File: config.mk
export PLATFORM = sky130hd
export DESIGN_NAME = carfield_domain_seq
export DESIGN_NICKNAME = d
export VERILOG_FILES = /design/src/rtl/carfield_domain_seq.sv
export SDC_FILE = /design/constraint.sdc
export NUM_CORES = 1
export LEC_CHECK = 0
export ABC_AREA = 1
export CAP_MARGIN = 10
export CORE_ASPECT_RATIO = 1.2
export CORE_UTILIZATION = 42
export DETAILED_ROUTE_END_ITERATION = 8
export PLACE_DENSITY_LB_ADDON = 0.1
export SYNTH_ARGS = -nofsm -noshare
export SYNTH_HDL_FRONTEND = slang
export SYNTH_SLANG_ARGS = --single-unit
export TNS_END_PERCENT = 5
File: constraint.sdc
create_clock -name clk_i -period 4.48 [get_ports clk_i]
set_clock_uncertainty 0.2 [all_clocks]
set_input_delay 0.896 -clock clk_i [delete_from_list [all_inputs] [get_ports clk_i]]
set_output_delay 0.896 -clock clk_i [all_outputs]
set_load 0.01 [all_outputs]
File: src/rtl/carfield_domain_seq.sv
// carfield_domain_seq
// -------------------
// Power/clock/reset sequencer for the Carfield accelerator islands
// (domain 0 safety island, 1 integer cluster, 2 FP cluster). Each domain
// runs its own FSM and counter. Power-up order is: clock enable, reset
// release, AXI de-isolation. Power-down runs in the reverse order. If the
// isolation handshake stalls, a timeout sets a sticky error and the domain
// is forced back to OFF.
//
// Ports:
//   clk_i       system clock
//   rst_i       synchronous, active-high reset
//   en_req_i    per-domain level request (1 = on, 0 = off)
//   isolated_i  per-domain isolation status from the AXI isolate wrapper
//   clr_err_i   per-domain single-cycle pulse that clears err_o
//   isolate_o   per-domain AXI isolation request (1 = isolated)
//   clk_en_o    per-domain clock-gate enable
//   rst_no      per-domain active-low reset
//   busy_o      per-domain "sequence in progress" (not OFF and not ON)
//   err_o       per-domain sticky handshake-timeout flag
//   state_o     per-domain FSM state; domain d occupies [3d+2:3d]

module carfield_domain_seq #(
    parameter int unsigned NumDomains = 3,
    parameter int unsigned ClkSettle  = 4,
    parameter int unsigned RstCycles  = 8,
    parameter int unsigned IsoTimeout = 255,
    parameter int unsigned CntWidth   = 8
) (
    input  logic                    clk_i,
    input  logic                    rst_i,
    input  logic [NumDomains-1:0]   en_req_i,
    input  logic [NumDomains-1:0]   isolated_i,
    input  logic [NumDomains-1:0]   clr_err_i,
    output logic [NumDomains-1:0]   isolate_o,
    output logic [NumDomains-1:0]   clk_en_o,
    output logic [NumDomains-1:0]   rst_no,
    output logic [NumDomains-1:0]   busy_o,
    output logic [NumDomains-1:0]   err_o,
    output logic [3*NumDomains-1:0] state_o
);

    typedef enum logic [2:0] {
        StOff       = 3'd0,
        StClkOn     = 3'd1,
        StRstHold   = 3'd2,
        StDeiso     = 3'd3,
        StOn        = 3'd4,
        StIso       = 3'd5,
        StRstAssert = 3'd6,
        StClkOff    = 3'd7
    } state_e;

    localparam logic [CntWidth-1:0] ClkSettleLoad = CntWidth'(ClkSettle - 1);
    localparam logic [CntWidth-1:0] RstCyclesLoad = CntWidth'(RstCycles - 1);
    localparam logic [CntWidth-1:0] IsoTimeLoad   = CntWidth'(IsoTimeout - 1);
    localparam logic [CntWidth-1:0] CntZero       = '0;
    localparam logic [CntWidth-1:0] CntOne        = CntWidth'(1);

    // Output decode per state, packed as {isolate, clk_en, rst_n}.
    function automatic logic [2:0] decodeOut(state_e s);
        logic [2:0] o;
        o = 3'b100;
        case (s)
            StOff:       o = 3'b100;
            StClkOn:     o = 3'b110;
            StRstHold:   o = 3'b110;
            StDeiso:     o = 3'b011;
            StOn:        o = 3'b011;
            StIso:       o = 3'b111;
            StRstAssert: o = 3'b110;
            StClkOff:    o = 3'b100;
            default:     o = 3'b100;
        endcase
        return o;
    endfunction

    for (genvar d = 0; d < NumDomains; d++) begin : gen_dom
        state_e              state_q, state_d;
        logic [CntWidth-1:0] cnt_q, cnt_d;
        logic                err_q, err_d;
        logic                setErr;
        logic                iso_q, clkEn_q, rstN_q, busy_q;

        // Next-state logic for one domain. A single counter serves every
        // timed phase; each phase loads it on entry and counts down to 0.
        always_comb begin
            state_d = state_q;
            cnt_d   = cnt_q;
            setErr  = 1'b0;
            case (state_q)
                StOff: begin
                    if (en_req_i[d] && !err_q) begin
                        state_d = StClkOn;
                        cnt_d   = ClkSettleLoad;
                    end
                end
                StClkOn: begin
                    if (cnt_q == CntZero) begin
                        state_d = StRstHold;
                        cnt_d   = RstCyclesLoad;
                    end else begin
                        cnt_d = cnt_q - CntOne;
                    end
                end
                StRstHold: begin
                    if (cnt_q == CntZero) begin
                        state_d = StDeiso;
                        cnt_d   = IsoTimeLoad;
                    end else begin
                        cnt_d = cnt_q - CntOne;
                    end
                end
                StDeiso: begin
                    // A matching handshake on the last counter cycle still wins.
                    if (!isolated_i[d]) begin
                        state_d = StOn;
                    end else if (cnt_q == CntZero) begin
                        setErr  = 1'b1;
                        state_d = StIso;
                        cnt_d   = IsoTimeLoad;
                    end else begin
                        cnt_d = cnt_q - CntOne;
                    end
                end
                StOn: begin
                    if (!en_req_i[d]) begin
                        state_d = StIso;
                        cnt_d   = IsoTimeLoad;
                    end
                end
                StIso: begin
                    if (isolated_i[d]) begin
                        state_d = StRstAssert;
                    end else if (cnt_q == CntZero) begin
                        setErr  = 1'b1;
                        state_d = StRstAssert;
                    end else begin
                        cnt_d = cnt_q - CntOne;
                    end
                end
                StRstAssert: state_d = StClkOff;
                StClkOff:    state_d = StOff;
                default:     state_d = StOff;
            endcase
            // A timeout in the same cycle as a clear request keeps the error.
            err_d = setErr ? 1'b1 : (clr_err_i[d] ? 1'b0 : err_q);
        end

        // State, counter, error flag and the Moore outputs all register here.
        // The outputs are decoded from the next state so they line up with
        // state_q in the same cycle without any input-to-output path.
        always_ff @(posedge clk_i) begin
            if (rst_i) begin
                state_q <= StOff;
                cnt_q   <= CntZero;
                err_q   <= 1'b0;
                iso_q   <= 1'b1;
                clkEn_q <= 1'b0;
                rstN_q  <= 1'b0;
                busy_q  <= 1'b0;
            end else begin
                state_q                   <= state_d;
                cnt_q                     <= cnt_d;
                err_q                     <= err_d;
                {iso_q, clkEn_q, rstN_q}  <= decodeOut(state_d);
                busy_q                    <= (state_d != StOff) && (state_d != StOn);
            end
        end

        assign isolate_o[d]      = iso_q;
        assign clk_en_o[d]       = clkEn_q;
        assign rst_no[d]         = rstN_q;
        assign busy_o[d]         = busy_q;
        assign err_o[d]          = err_q;
        assign state_o[3*d +: 3] = state_q;
    end

endmodule
==> metrics.md <==
| Metric | Value |
|---|---|
| Initial antenna violation count | 0 |
| Worst hold-check path type | flop to flop |
| Routed vias/inst | 4.959 |
| Logic pwr share | between 60 and 70% |
| P_leak | 1.839 nW |
| Row count | 35 |
| Area after DPL | 3722 um^2 |
| Clock buffer depth | 2 |
| Die Width | roughly 84 um |
| RePlAce Congestion | 0.8755 |
| Iteration-0 DRC Markers | 100 |
| Port Buffers | 34 |
| Largest net degree at the start of global routing | 29 |
| P_int | 1.417 mW |
| H-tree Lvls | 2 |
| Post-synthesis sequential area ratio | between 20% and 30% |
| Clock power share | 11.3% |
| Max-slew headroom | between 60% and 70% |
| Yosys top cell area share | between 20 and 30% |
| TritonCTS clock tree | done |
| Synth cell types | 34 |
| Worst-margin pin slew | 0.5827 ns |
| Sequential Power Share | 25.2% |
| Max cap viols | 0 |
| DP HPWL | 5.803 mm |
| Vias in the first global route | about 3100 |
| Final-stage net count | 576 |
| Post-cts repair resize count | 0 |
| Core area | 7795 um^2 |
| Synthesized Nets | 558 |
| Run status | finished, violations left |
| Sw frac | 50.73% |
| Peak VDD IR | 0.3262 mV |
| Main flop type after synthesis | dfxtp_1 |
| Slew Limit Fails | 0 |
| Num CTS Buffers | 5 |
| Area growth from synthesis to layout | 12.22% |
| Worst path bufs/invs | 1 |
| Vias post-DR | 3238 |
| Synth Instances | 542 |
| Commonest cells in the synthesized netlist | nand2_1, inv_1, nand3_1 |
| FF+latch count, synth | 48 |
| Post-route cell area | 3837 um^2 |
| Startpoint Class | flop |
| Critical Path RT | 3.38 ns |
| Setup-failing EPs final | 0 |
| CP arrival | between 1.5 and 2 ns |
| Global route overflow | 0 |
| Clk sinks | 48 |
| Violated checks | DRC |
| CP max stage delay | 0.62 ns |
| RSZ-0062 raised after global routing | false |
| Post-CTS Setup Bufs | 0 |
| N_diodes | 0 |
| Crit end category | primary output |
| CP max stage cell | clkdlybuf4s50_1 |
| Avg Cell Area, Syn | 6.309 um^2 |
| Final Hold Vio Count | 0 |
| Total die area | 8508 um^2 |
| Total Routing Usage GR | 18.87% |
| Place WS | about 1.7 ns |
| Cell area after synthesis | 3420 um^2 |
| Clk_lat worst skew | 0.30 ns |
| Initial Util | 43.87% |
| DR WL/cell | approximately 12 um |
| Routed Antenna Nets | 0 |
| Setup Crit Path Kind | flop to primary output |
| Reg clk slew, reported paths | 0.10 ns |
| Crit path cell chain | clkdlybuf4s50_1 |
| Crit path max fanout | 12 |
| Max Fclk | 380.3 MHz |
| Wire length of the first global-routing pass | 13.25 mm |
| Proportion of layout cells with a drive suffix above 1 | 13.37% |
| Final Worst Setup Slack | 1.851 ns |
| Ys async rst share | 0% |
| DRC viols | 3 |
| Synth area leaders | dfxtp_1, nand2_1, inv_1 |
| Crit share post-route | about three fifths |
| Drt pass-1 iters | 6 |
| CP delay by family, top | buffers and inverters |
| Sw power | 1.458 mW |
| Post-layout min period | 2.629 ns |
| Count leader, synth | nand2_1 |
| Hold Buf Count CTS | 0 |
| Synth area leader | dfxtp_1 |
| Count of warnings emitted by yosys | 0 |
| Power Density | 749.2 nW/um^2 |
| Ports | 35 |
| CTS root buf | clkbuf_8 |
| Routed wire length | just under 8 mm |
| Setup TNS | 0 ns |
| EDFF count, synth | 0 |
| Die height | between 100 and 150 um |
==> state kept, by name (all words and copies together), names as in the netlist <==
signal	cells
gen_dom.rstN_q	3
gen_dom.cnt_q	24
gen_dom.iso_q	3
gen_dom.state_q	9
gen_dom.clkEn_q	3
gen_dom.busy_q	3
gen_dom.err_q	3
==> cells by family (layout without fill, tap and decap cells) <==
logic type / Yosys count / count (layout) / synth area share [%]
AOI/OAI and AO/OA: 83 / 83 / 14.23
DFF: 48 / 48 / 28.10
adders and majority gates: 5 / 5 / 1.829
and+or+nand+nor: 297 / 297 / 40.50
buffers and inverters: 101 / 120 / 13.28
xor gates and xnor gates: 8 / 8 / 2.049
==> per-stage QoR <==
stage               utilization (%)  hold WS (ns)  power [mW]  instances
floorplan                         -        0.2446       2.173        542
global placement              47.75        0.2548       2.556        645
detailed placement            47.75        0.2625       2.557        645
CTS                           49.23        0.2774       2.899        653
global route                  49.23        0.2966       3.192        653
finish                        49.23        0.2783       2.875        653
==> power by group through the flow <==
stage / sequential [mW] / combinational (mW) / clock (mW)
2_1_floorplan: 0.686 / 1.49 / 0
3_3_place_gp: 0.732 / 1.82 / 0
3_5_place_dp: 0.729 / 1.83 / 0
4_1_cts: 0.723 / 1.84 / 0.339
5_1_grt: 0.745 / 2.10 / 0.351
6_report: 0.724 / 1.83 / 0.326
==> final timing paths <==
| kind | end | startpoint | depth (start not counted) | slack (ns) |
|---|---|---|---|---|
| max | state_o[5] | gen_dom[1].state_q[2] | 1 | 1.85 |
| min | gen_dom[2].cnt_q[1] | gen_dom[2].cnt_q[1] | 2 | 0.28 |
| max reg2reg | gen_dom[1].cnt_q[2] | gen_dom[1].state_q[2] | 6 | 2.34 |
| min reg2reg | gen_dom[2].cnt_q[1] | gen_dom[2].cnt_q[1] | 2 | 0.28 |
==> layer usage <==
| layer | track usage, % | routed length (um) | up-vias |
|---|---|---|---|
| met4 | 7.301 | 150 | 0 |
| met5 | 0 | 0 | - |
| met3 | 2.457 | 250 | 12 |
| met1 | 22.80 | 3553 | 1429 |
| met2 | 34.11 | 3755 | 63 |
| li1 | - | - | 1734 |
==> final cells by class <==
cell class                 count  area (um^2)
clock buffer                   5        68.82
clock inverter                 3        46.29
fill                         816         3958
inverter                      77        294.0
multi-input combinational    393         2004
sequential                    48        960.9
tap                           92        115.1
timing repair buffer          35        347.8
==> placed cells by master, fill, tap and decap left out, types with 2 or more instances in the layout <==
cell type and n:
nand3_1 50, inv_2 9, xor2_1 8, a21oi_1 32, nand3_4 2, nand2_2 14, nor3_1 4, inv_6 2
nor2_1 45, o21ai_0 26, or2_2 3, o21ai_2 4, nand3b_1 2, ha_1 5, o21ai_1 5, inv_1 67
clkbuf_8 5, nand4_1 4, nor2_4 7, nor2_2 8, a21oi_2 14, dfxtp_1 48, nand2_4 2, clkdlybuf4s50_1 34
nand2_1 152
Power figures use the tool's default switching activity.
